$ cat src/rtl/keypad_emulator.sv
// Presses one key of the 4x6 matrix: bounce-in, hold, bounce-out, gap; one request at a time, busy blocks new ones.
// kpcol follows kprow combinationally; contact/done/err are registered and change one cycle after the deciding edge.
module keypad_emulator #(
  parameter int unsigned HOLD_CYCLES   = 100000,
  parameter int unsigned BOUNCE_CYCLES = 5000,
  parameter int unsigned BOUNCE_PERIOD = 250,
  parameter int unsigned GAP_CYCLES    = 100000
) (
  input  logic       clk5,
  input  logic       rstPBn,
  input  logic       press_req,
  input  logic [1:0] press_row,
  input  logic [2:0] press_col,
  input  logic [3:0] kprow,
  output logic [5:0] kpcol,
  output logic       busy,
  output logic       done,
  output logic       err,
  output logic       contact
);

  typedef enum logic [2:0] {
    S_IDLE, S_BOUNCE_IN, S_HOLD, S_BOUNCE_OUT, S_GAP
  } state_e;

  localparam logic [19:0] HOLD_LD   = 20'(HOLD_CYCLES - 1);
  localparam logic [19:0] BOUNCE_LD = 20'(BOUNCE_CYCLES - 1);
  localparam logic [19:0] PERIOD_LD = 20'(BOUNCE_PERIOD - 1);
  localparam logic [19:0] GAP_LD    = 20'(GAP_CYCLES - 1);
  localparam bit          NO_BOUNCE = (BOUNCE_CYCLES == 0);

  state_e      state_q, state_d;
  logic [19:0] cnt_q, cnt_d;
  logic [19:0] tog_q, tog_d;
  logic        contact_q, contact_d;
  logic [1:0]  row_q, row_d;
  logic [2:0]  col_q, col_d;
  logic        done_q, done_d;
  logic        err_q, err_d;

  always_ff @(posedge clk5 or negedge rstPBn) begin
    if (!rstPBn) begin
      state_q   <= S_IDLE;
      cnt_q     <= '0;
      tog_q     <= '0;
      contact_q <= 1'b0;
      row_q     <= '0;
      col_q     <= '0;
      done_q    <= 1'b0;
      err_q     <= 1'b0;
    end else begin
      state_q   <= state_d;
      cnt_q     <= cnt_d;
      tog_q     <= tog_d;
      contact_q <= contact_d;
      row_q     <= row_d;
      col_q     <= col_d;
      done_q    <= done_d;
      err_q     <= err_d;
    end
  end

  always_comb begin
    state_d   = state_q;
    cnt_d     = cnt_q;
    tog_d     = tog_q;
    contact_d = contact_q;
    row_d     = row_q;
    col_d     = col_q;
    done_d    = 1'b0;
    err_d     = 1'b0;
    case (state_q)
      S_IDLE: begin
        if (press_req) begin
          if (press_col > 3'd5) begin
            err_d = 1'b1;
          end else begin
            row_d     = press_row;
            col_d     = press_col;
            contact_d = 1'b1;
            if (NO_BOUNCE) begin
              state_d = S_HOLD;
              cnt_d   = HOLD_LD;
            end else begin
              state_d = S_BOUNCE_IN;
              cnt_d   = BOUNCE_LD;
              tog_d   = PERIOD_LD;
            end
          end
        end
      end
      S_BOUNCE_IN, S_BOUNCE_OUT: begin
        if (cnt_q == '0) begin
          // Bounce ends on the settled level regardless of toggle phase.
          if (state_q == S_BOUNCE_IN) begin
            state_d   = S_HOLD;
            cnt_d     = HOLD_LD;
            contact_d = 1'b1;
          end else begin
            state_d   = S_GAP;
            cnt_d     = GAP_LD;
            contact_d = 1'b0;
          end
        end else begin
          cnt_d = cnt_q - 20'd1;
          if (tog_q == '0) begin
            contact_d = ~contact_q;
            tog_d     = PERIOD_LD;
          end else begin
            tog_d = tog_q - 20'd1;
          end
        end
      end
      S_HOLD: begin
        if (cnt_q == '0) begin
          contact_d = 1'b0;
          if (NO_BOUNCE) begin
            state_d = S_GAP;
            cnt_d   = GAP_LD;
          end else begin
            state_d = S_BOUNCE_OUT;
            cnt_d   = BOUNCE_LD;
            tog_d   = PERIOD_LD;
          end
        end else begin
          cnt_d = cnt_q - 20'd1;
        end
      end
      S_GAP: begin
        if (cnt_q == '0) begin
          state_d = S_IDLE;
          done_d  = 1'b1;
        end else begin
          cnt_d = cnt_q - 20'd1;
        end
      end
      default: state_d = S_IDLE;
    endcase
  end

  always_comb begin
    busy    = (state_q != S_IDLE);
    done    = done_q;
    err     = err_q;
    contact = contact_q;
    for (int c = 0; c < 6; c++) begin
      kpcol[c] = !(contact_q && !kprow[row_q] && (col_q == 3'(c)));
    end
  end

endmodule
$ cat config.mk
export PLATFORM = sky130hd
export DESIGN_NAME = keypad_emulator
export DESIGN_NICKNAME = d
export VERILOG_FILES = /design/src/rtl/keypad_emulator.sv
export SDC_FILE = /design/constraint.sdc
export NUM_CORES = 1
export LEC_CHECK = 0
export ABC_AREA = 1
export CORE_ASPECT_RATIO = 2
export CORE_MARGIN = 2
export CORE_UTILIZATION = 45
export DETAILED_ROUTE_END_ITERATION = 8
export DONT_BUFFER_PORTS = 1
export RECOVER_POWER = 100
export SYNTH_ARGS = -nofsm -noshare
export SYNTH_HDL_FRONTEND = slang
export SYNTH_SLANG_ARGS = --single-unit
$ cat constraint.sdc
create_clock -name clk5 -period 2.4 [get_ports clk5]
set_input_delay 0.12 -clock clk5 [delete_from_list [all_inputs] [get_ports clk5]]
set_output_delay 0.12 -clock clk5 [all_outputs]
set_load 0.005 [all_outputs]
==> results of run 1 <==
==> metal layers <==
metal	share of wire	wire length, um	GRT usage
met5	0	0	0
met1	0.48	3778	0.2888
met4	0.020	159	0.07598
met3	0.036	279	0.03257
met2	0.46	3592	0.3175
==> per-stage QoR <==
stage          std cells  hold WS (ns)  utilization
2_1_floorplan        499       -0.1756            -
3_3_place_gp         588       -0.1739       0.4662
3_5_place_dp         588       -0.1738       0.4662
4_1_cts              605        0.2462       0.5019
5_1_grt              605        0.2944       0.4962
6_report             605        0.2650       0.4962
==> logic make-up after synthesis <==
logic type	count (synthesis)	share of synthesized area
simple gates	345	0.4522
mux	2	0.006591
buf+inv	56	0.07104
fa+ha+maj	4	0.01465
flops	51	0.3735
xor+xnor	13	0.03332
compound gates	28	0.04870
==> final cells by class <==
cell class / instances / area [um2]
multi-input cells: 392 / 1878
fillers: 774 / 3772
clock buffers: 7 / 152.6
repair buffers: 11 / 100.1
well taps: 94 / 117.6
clock inverters: 1 / 7.507
inverters: 49 / 183.9
flip-flops and latches: 51 / 1276
==> registers in the layout (all words and copies together), names as in the netlist <==
register / cells
contact: 1
state_q: 3
col_q: 3
err: 1
done: 1
cnt_q: 20
tog_q: 20
row_q: 2
==> placed cells by master, fill, tap and decap left out <==
cell type	count
a21oi_1	3
a21oi_2	1
a32o_1	1
and3_1	1
buf_4	2
clkbuf_16	5
clkbuf_2	1
clkbuf_8	2
clkinvlp_4	1
dfrtp_1	51
dlygate4sd3_1	8
ha_1	4
inv_1	47
inv_2	2
mux2_2	2
nand2_1	182
nand2_2	6
nand2_4	3
nand3_1	41
nand3_4	1
nand3b_1	4
nand4_1	8
nand4_2	1
nor2_1	80
nor2_2	2
nor2_4	4
nor2_8	2
nor3_1	5
nor3b_1	2
o21ai_0	19
o21ai_2	2
o22ai_1	2
or2_2	3
xnor2_1	2
xor2_1	11
==> how the worst min path moves through the flow <==
stage	to	cells past startpoint
floorplan	cnt_q[0]	0
global placement	cnt_q[12]	0
detailed placement	cnt_q[12]	0
CTS	state_q[1]	5
global route	state_q[1]	5
finish	state_q[1]	5
==> worst max-delay path, cell delays in order, from the launching register on <==
cell and delay (ns):
dfrtp_1 0.39, inv_1 0.11, ha_1 0.18, nand2_1 0.06, nor2_1 0.27, nand3_4 0.16
nand2_1 0.15, nand2_4 0.18, inv_1 0.31, nand2_1 0.08, o21ai_0 0.08
==> power breakdown <==
| part | internal (mW) | switching, mW | total (mW) |
|---|---|---|---|
| clock network | 0.444 | 0.319 | 0.763 |
| logic | 0.0147 | 0.0268 | 0.0415 |
| registers | 0.864 | 0.00374 | 0.868 |
==> impl_metrics.toml, run 1 <==
[synthesis]
syn_area_mm2 = 0.003417
synth_top_area_cell = "dfrtp_1"
synth_seq_area_share = 0.3735
synthArstFlopShare = 1.000
synth_area_leaders = "dfrtp_1, nand2_1, nor2_1"
synthCells = 499
yosys_warnings = 0
synth_edf_count = 0
yosysUniqueCellTypes = 33
yosys.area.top_type_share = 0.3735
avgSynthCellArea_um2 = 6.848
ys.flop_type = "dfrtp_1"
syn_nets = 515
synth_commonest_cells = "nand2_1, nor2_1, dfrtp_1"
synth_most_common_cell = "nand2_1"
ys_seq_elements = 51

[drt]
vias = 2985
first_pass_iters = 4
drt_wl_total_um = 7809
first_iter_violations = 144
viasPerCell = 4.934
wire_per_inst_um = 12.91
drc = 0
antenna_left = 0

[clock_tree]
clk_latency_ns = 0.30
post_cts_resized = 0
cts-htree-levels = 2
clock_tree.root_cell = "clkbuf_16"
cts_inserted_buffers = 5
holdBufCountCts = 9
clkTransAtPathRegs_ns = 0.07
post_cts_buffers = 0
cts_tree = "done"
cts.sinks = 51
clockBufferDepth = 2

[grt]
grt_pass1_vias = 2803
grtUsageTotal = 0.2055
grt_overflow = 0
antenna_found_initial = 0
grt_max_degree = 52
grt_first_pass_wirelength_um = 13360

[timing]
setup_viol = 0
setup_slack_ns = 0.3375
rsz0062_at_grt = "no"
min_period_ns = 2.062
tightest_slew_ns = 1.291
fin_crit_sh = 0.8594
finalSetupTns_ns = 0
fmax_mhz = 484.8
maxSlewHeadroom = 0.1394
slew_violations = 0
clock_skew_ns = 0.005633
final_hold_viol_count = 0

[hold_path]
hp-start = "press_req"
min-delay-path-class = "in2reg"

[worst_setup_path]
rrSetupSlack_ns = 0.34
cp-endpoint = "cnt_q[17]"
cp_data_arrival_time_ns = 2.28
endpoint_kind = "flop"
required_ns = 2.61
reg2reg_from = "cnt_q[0]"
path_class = "reg2reg"
startpoint = "cnt_q[0]"
reg2regPathDepth = 10
rr_endpoint = "cnt_q[17]"
cp_max_fo = 26
worst_setup_path_start_kind = "flop"

[pwr]
power-per-cell-area_mw_per_mm2 = 450.2
vdd_drop_max_v = 0.0003543
p_leak_nw = 1.922
power.total_mw = 1.673

[outcome]
status = "finished clean"

[final_layout]
area_delta_synth_final_pct = 8.751
num_antenna_cells = 0
nets = 526
drive_above_1_share = 0.07828
fin_area_mm2 = 0.003716

[placement]
gp_congestion = 0.8250
dp_worst_setup_slack_ns = 0.4800
numPortBuffers = 0
hpwlAfterDp_um = 5631
placedInstanceArea_mm2 = 0.003491

[floorplanning]
die_h_um = 127.2
core_mm2 = 0.007488
rows = 45
io_pins = 22
initial_core_util = 0.4563
dieArea_mm2 = 0.008349
die_x_um = 65.62

[flow_run]
max_cap_viol_count = 0
(Power assumes the default switching activity.)
==> inputs of run 2 (changes only) <==
--- a/config.mk
+++ b/config.mk
@@ -8,9 +8,10 @@
 export ABC_AREA = 1
 export CORE_ASPECT_RATIO = 2
 export CORE_MARGIN = 2
-export CORE_UTILIZATION = 45
+export CORE_UTILIZATION = 55
 export DETAILED_ROUTE_END_ITERATION = 8
 export DONT_BUFFER_PORTS = 1
+export PLACE_DENSITY = 0.7
 export RECOVER_POWER = 100
 export SYNTH_ARGS = -nofsm -noshare
 export SYNTH_HDL_FRONTEND = slang
==> run 2 against run 1 <==
  * Core utilization rose by 11 points
  * First-iteration DRC count rose by 9.0%
  * Clock power fell by 9.0%
  * Flip-flop and latch count did not move
==> impl_metrics.toml, run 2 (synthesis gave the netlist of run 1 again) <==
[drt]
drt_wl_total_um = 8722
drc = 0
first_pass_iters = 4
antenna_left = 0
first_iter_violations = 157
wire_per_inst_um = 15.14
viasPerCell = 5.547
vias = 3195

[grt]
grt_pass1_vias = 3231
grt_first_pass_wirelength_um = 14580
grt_max_degree = 52
grt_overflow = 0
antenna_found_initial = 0
grtUsageTotal = 0.2854

[placement]
placedInstanceArea_mm2 = 0.003467
dp.cells = 559
hpwlAfterDp_um = 6548
dp_worst_setup_slack_ns = 0.4396
gp_congestion = 0.9613
numPortBuffers = 0

[timing]
setup_viol = 0
clock_skew_ns = 0.003560
fin_crit_sh = 0.8614
setup_slack_ns = 0.3326
slew_violations = 0
min_period_ns = 2.067
fmax_mhz = 483.7
maxSlewHeadroom = 0.1690
final_hold_viol_count = 0
tightest_slew_ns = 1.247
finalSetupTns_ns = 0
rsz0062_at_grt = "no"

[clock_tree]
cts.sinks = 51
cts-htree-levels = 2
holdBufCountCts = 9
clock_tree.root_cell = "clkbuf_16"
cts_tree = "done"
clockBufferDepth = 2
post_cts_resized = 0
clk_latency_ns = 0.29
cts_inserted_buffers = 5
post_cts_buffers = 0
clkTransAtPathRegs_ns = 0.07

[pwr]
power.total_mw = 1.604
power-per-cell-area_mw_per_mm2 = 437.2
vdd_drop_max_v = 0.0004387
p_leak_nw = 1.925

[worst_setup_path]
required_ns = 2.63
reg2reg_from = "cnt_q[0]"
endpoint_kind = "flop"
rrSetupSlack_ns = 0.33
worst_setup_path_start_kind = "flop"
reg2regPathDepth = 10
cp_max_fo = 26
path_class = "reg2reg"
rr_endpoint = "cnt_q[5]"
cp_data_arrival_time_ns = 2.30
startpoint = "cnt_q[0]"

[final_layout]
num_antenna_cells = 0
nets = 528
fin_area_mm2 = 0.003669
final_cells = 576
final_cell_mix = "nand2_1, nor2_1, dfrtp_1"
area_delta_synth_final_pct = 7.360
final_common_cell = "nand2_1"
reg.largest.list = "cnt_q (20), tog_q (20)"
drive_above_1_share = 0.07797

[floorplanning]
core_mm2 = 0.006006
initial_core_util = 0.5690
dieArea_mm2 = 0.006898
rows = 40
io_pins = 22
die_h_um = 115.5
die_x_um = 59.74

[flow_run]
max_cap_viol_count = 0

[hold_path]
hold_depth = 4
hp-start = "press_req"
hold-path-endpoint = "row_q[1]"
min-delay-path-class = "in2reg"

[outcome]
status = "finished clean"
[run 2: metrics by stage]
stage                     hold slack, ns    util
after floorplan                  -0.1756       -
after global placement           -0.1746  0.5773
after detailed placement         -0.1746  0.5773
after CTS                         0.2200  0.6181
after global routing              0.2703  0.6108
final                             0.2233  0.6108
[run 2: final cells by class]
| type | instances | area [um2] |
|---|---|---|
| tap | 63 | 78.83 |
| inverter | 49 | 183.9 |
| fill | 585 | 2337 |
| sequential | 51 | 1276 |
| timing repair buffer | 13 | 115.1 |
| clock inverter | 1 | 5.005 |
| clock buffer | 7 | 132.6 |
| multi-input combinational | 392 | 1877 |
[run 2: where the power goes]
| part | internal, mW | switching [mW] |
|---|---|---|
| clock network | 0.386 | 0.308 |
| logic | 0.0147 | 0.0262 |
| registers | 0.865 | 0.00412 |
[run 2: worst max path at each step]
stage	end	slack, ns	cells after the start
floorplan	tog_q[7]	0.76	12
global placement	cnt_q[17]	0.48	10
detailed placement	cnt_q[5]	0.44	10
CTS	cnt_q[5]	0.42	10
global route	cnt_q[11]	0.15	9
finish	cnt_q[5]	0.33	10
[run 2: critical path: stages (launching register included)]
cell	delay [ns]
dfrtp_1	0.39
inv_1	0.12
ha_1	0.21
nand2_1	0.06
nor2_1	0.25
nand3_4	0.17
nand2_2	0.13
nand2_4	0.17
inv_1	0.31
nand2_1	0.10
nand2_1	0.09
[run 2: per-layer routing]
layer | global-route usage | wire [um] | up-vias
li1 | - | - | 1587
met1 | 0.2623 | 3019 | 1510
met2 | 0.5341 | 4924 | 56
met3 | 0.04018 | 169 | 42
met4 | 0.2030 | 608 | 0
met5 | 0 | 0 | -
==> inputs of run 3 (changes only) <==
--- a/config.mk
+++ b/config.mk
@@ -5,7 +5,6 @@
 export SDC_FILE = /design/constraint.sdc
 export NUM_CORES = 1
 export LEC_CHECK = 0
-export ABC_AREA = 1
 export CORE_ASPECT_RATIO = 2
 export CORE_MARGIN = 2
 export CORE_UTILIZATION = 55
==> run 3 against run 2 <==
  * Clock power fell by 13%
  * Critical path type unchanged
  * Count of clock-buffer cells in the layout fell by 2
  * Maximum frequency fell by 8.1%
  * Die area fell by 9.7%
  * Clock skew grew 0.011 ns
  * Total power rose by 64%
  * Final cell count is 27% lower
  * First-iteration DRC count is 32% lower
  * Worst hold slack better by 0.091 ns
  * Wire length down 8.8%
  * Critical path depth decreased by 4
  * Largest cell class unchanged
  * Highest routed layer unchanged
  * Synthesized area fell by 10%
==> impl_metrics.toml, run 3 <==
[floorplanning]
rows = 38
dieArea_mm2 = 0.006230
io_pins = 22
die_x_um = 56.82
core_mm2 = 0.005420
die_h_um = 109.6
initial_core_util = 0.5663

[drt]
first_iter_violations = 107
first_pass_iters = 4
met2_length_um = 4609
wire_per_inst_um = 19.03
top_layer = "met4"
antenna_left = 0
vias = 2619
drc = 0
wl_met3_um = 208
drt_wl_total_um = 7953
viasPerCell = 6.266
drt-met1-wl_um = 2719

[timing]
final_hold_viol_count = 0
clock_skew_ns = 0.01411
finalSetupTns_ns = 0
maxSlewHeadroom = 0.1676
rsz0062_at_grt = "no"
slew_violations = 0
setup_viol = 0
fin_crit_sh = 0.9373
tightest_slew_ns = 1.249
fmax_mhz = 444.5
min_period_ns = 2.250
hold_slack_ns = 0.3139

[hold_path]
hold-path-endpoint = "col_q[2]"
min-delay-path-class = "in2reg"
hp-start = "press_col[2]"
hold_depth = 3

[synthesis]
avgSynthCellArea_um2 = 9.561
synth_edf_count = 0
synthMuxAreaShare = 0.02568
syn_nets = 337
synthArstFlopShare = 1.000
syn_area_mm2 = 0.003069
synth_commonest_cells = "dfrtp_1, nor2_1, nand2_1"
synth_most_common_cell = "dfrtp_1"
synth_top_family_by_area = "simple AND/OR/NAND/NOR gates"
ys.flop_type = "dfrtp_1"
synth_area_leaders = "dfrtp_1, xnor2_1, nor2_1"
synth-simple-area-share = 0.2907
ys_seq_elements = 51
yosys_warnings = 0
synth_top_area_cell = "dfrtp_1"
synth_xor_area_frac = 0.06563
synth-compound-area-share = 0.1578
synth_seq_area_share = 0.4158
synthCells = 321
yosys.area_share.adder = 0.01631
yosys.area.top_type_share = 0.4158
yosysUniqueCellTypes = 67

[grt]
antenna_found_initial = 0
grt_first_pass_wirelength_um = 12970
grt_pass1_vias = 2716
grtUsageTotal = 0.2766
grt_overflow = 0
grt_max_degree = 52

[outcome]
status = "finished clean"

[pwr]
power-per-cell-area_mw_per_mm2 = 749.9
vdd_drop_max_v = 0.0007522
p_leak_nw = 1.427

[worst_setup_path]
rr_endpoint = "tog_q[6]"
endpoint_kind = "flop"
required_ns = 2.62
path_class = "reg2reg"
worst_setup_path_start_kind = "flop"
cp_max_fo = 14
reg2regPathDepth = 6
reg2reg_from = "cnt_q[5]"
rrSetupSlack_ns = 0.15
cp_data_arrival_time_ns = 2.47

[final_layout]
multi_input_area_mm2 = 0.001718
drive_above_1_share = 0.1955
num_antenna_cells = 0
post-route-util = 0.6461
seq_area_mm2 = 0.001276
final_cell_mix = "dfrtp_1, nor2_1, buf_4"
final_common_cell = "dfrtp_1"
nets = 373
fillers = 472
area_delta_synth_final_pct = 14.11
reg.largest.list = "cnt_q (20), tog_q (20)"

[placement]
numPortBuffers = 0
hpwlAfterDp_um = 5854
gp_congestion = 0.9351

[clock_tree]
cts_inserted_buffers = 5
clock_tree.root_cell = "clkbuf_8"
clockBufferDepth = 2
cts.sinks = 51
cts-htree-levels = 2
clkTransAtPathRegs_ns = 0.10
clk_latency_ns = 0.33
cts_tree = "done"

[flow_run]
max_cap_viol_count = 0
run 3: cell types whose count changed in the layout (fill, tap and decap cells not counted), moves of 18 or more:
cell     previous run  this run
xnor2_1             2        20
inv_1              47         5
nand3_1            41        10
nor2_1             80        38
buf_4               4        26
nand2_1           181        21
run 3: report_power, final:
group | internal [mW] | switching (mW) | total, mW
combinational | 0.370 | 0.388 | 0.758
clock | 0.310 | 0.294 | 0.604
sequential | 1.04 | 0.224 | 1.26
run 3: worst max path at each step:
stage                         from         to  slack [ns]  cells after the start
after detailed placement  cnt_q[1]   tog_q[6]        0.11                      8
after global placement    cnt_q[6]   tog_q[1]        0.17                      6
after CTS                 cnt_q[1]   tog_q[6]        0.05                      8
after floorplan           tog_q[0]  tog_q[14]        0.27                      8
after global routing      cnt_q[5]   tog_q[6]       0.003                      6
final                     cnt_q[5]   tog_q[6]        0.15                      6
run 3: logic make-up (layout without fill, tap and decap cells):
group	count (synthesis)	after routing
XOR/XNOR	23	23
AND/OR/NAND/NOR	149	149
adder cells (fa/ha/maj)	4	4
multiplexers	6	6
flip-flops	51	51
buffers and inverters	17	54
AO/OA/AOI/OAI	71	71
run 3: area by class of cell:
| cell class | instances | share of cell area |
|---|---|---|
| multi-input combinational | 253 | 0.4905 |
| sequential | 51 | 0.3644 |
| timing repair buffer | 40 | 0.08503 |
| tap | 60 | 0.02144 |
| clock buffer | 5 | 0.01965 |
| clock inverter | 3 | 0.01250 |
| inverter | 6 | 0.006431 |
run 3: repair_timing:
| action | in CTS | in global routing |
|---|---|---|
| gates resized for setup | 0 | 3 |
| endpoints found under the hold margin | 57 | 0 |
| hold buffers | 8 | 0 |
| setup endpoints to repair | 0 | 23 |
| buffers inserted | 0 | 2 |
run 3: per-layer routing:
metal	vias up	global-route usage
li1	1251	-
met3	32	0.05176
met1	1270	0.2770
met4	0	0.1860
met5	-	0
met2	66	0.5058
run 3: stage by stage:
| stage | total power [mW] | setup slack [ns] | area, um2 | cells |
|---|---|---|---|---|
| 3_3_place_gp | 1.969 | 0.1669 | 3306 | 400 |
| 3_5_place_dp | 1.990 | 0.1126 | 3306 | 400 |
| 5_1_grt | 2.783 | 0.003419 | 3502 | 418 |
| 6_report | 2.626 | 0.1505 | 3502 | 418 |
| 2_1_floorplan | 1.736 | 0.2672 | 3069 | 321 |
| 4_1_cts | 2.630 | 0.05270 | 3516 | 416 |
run 3: critical path, cell delays in order, from the launching register on:
cell,delay [ns]
dfrtp_1,0.42
nor4_4,0.42
and4_4,0.35
a31oi_4,0.20
nor3b_1,0.43
nand3_1,0.14
a21o_1,0.19
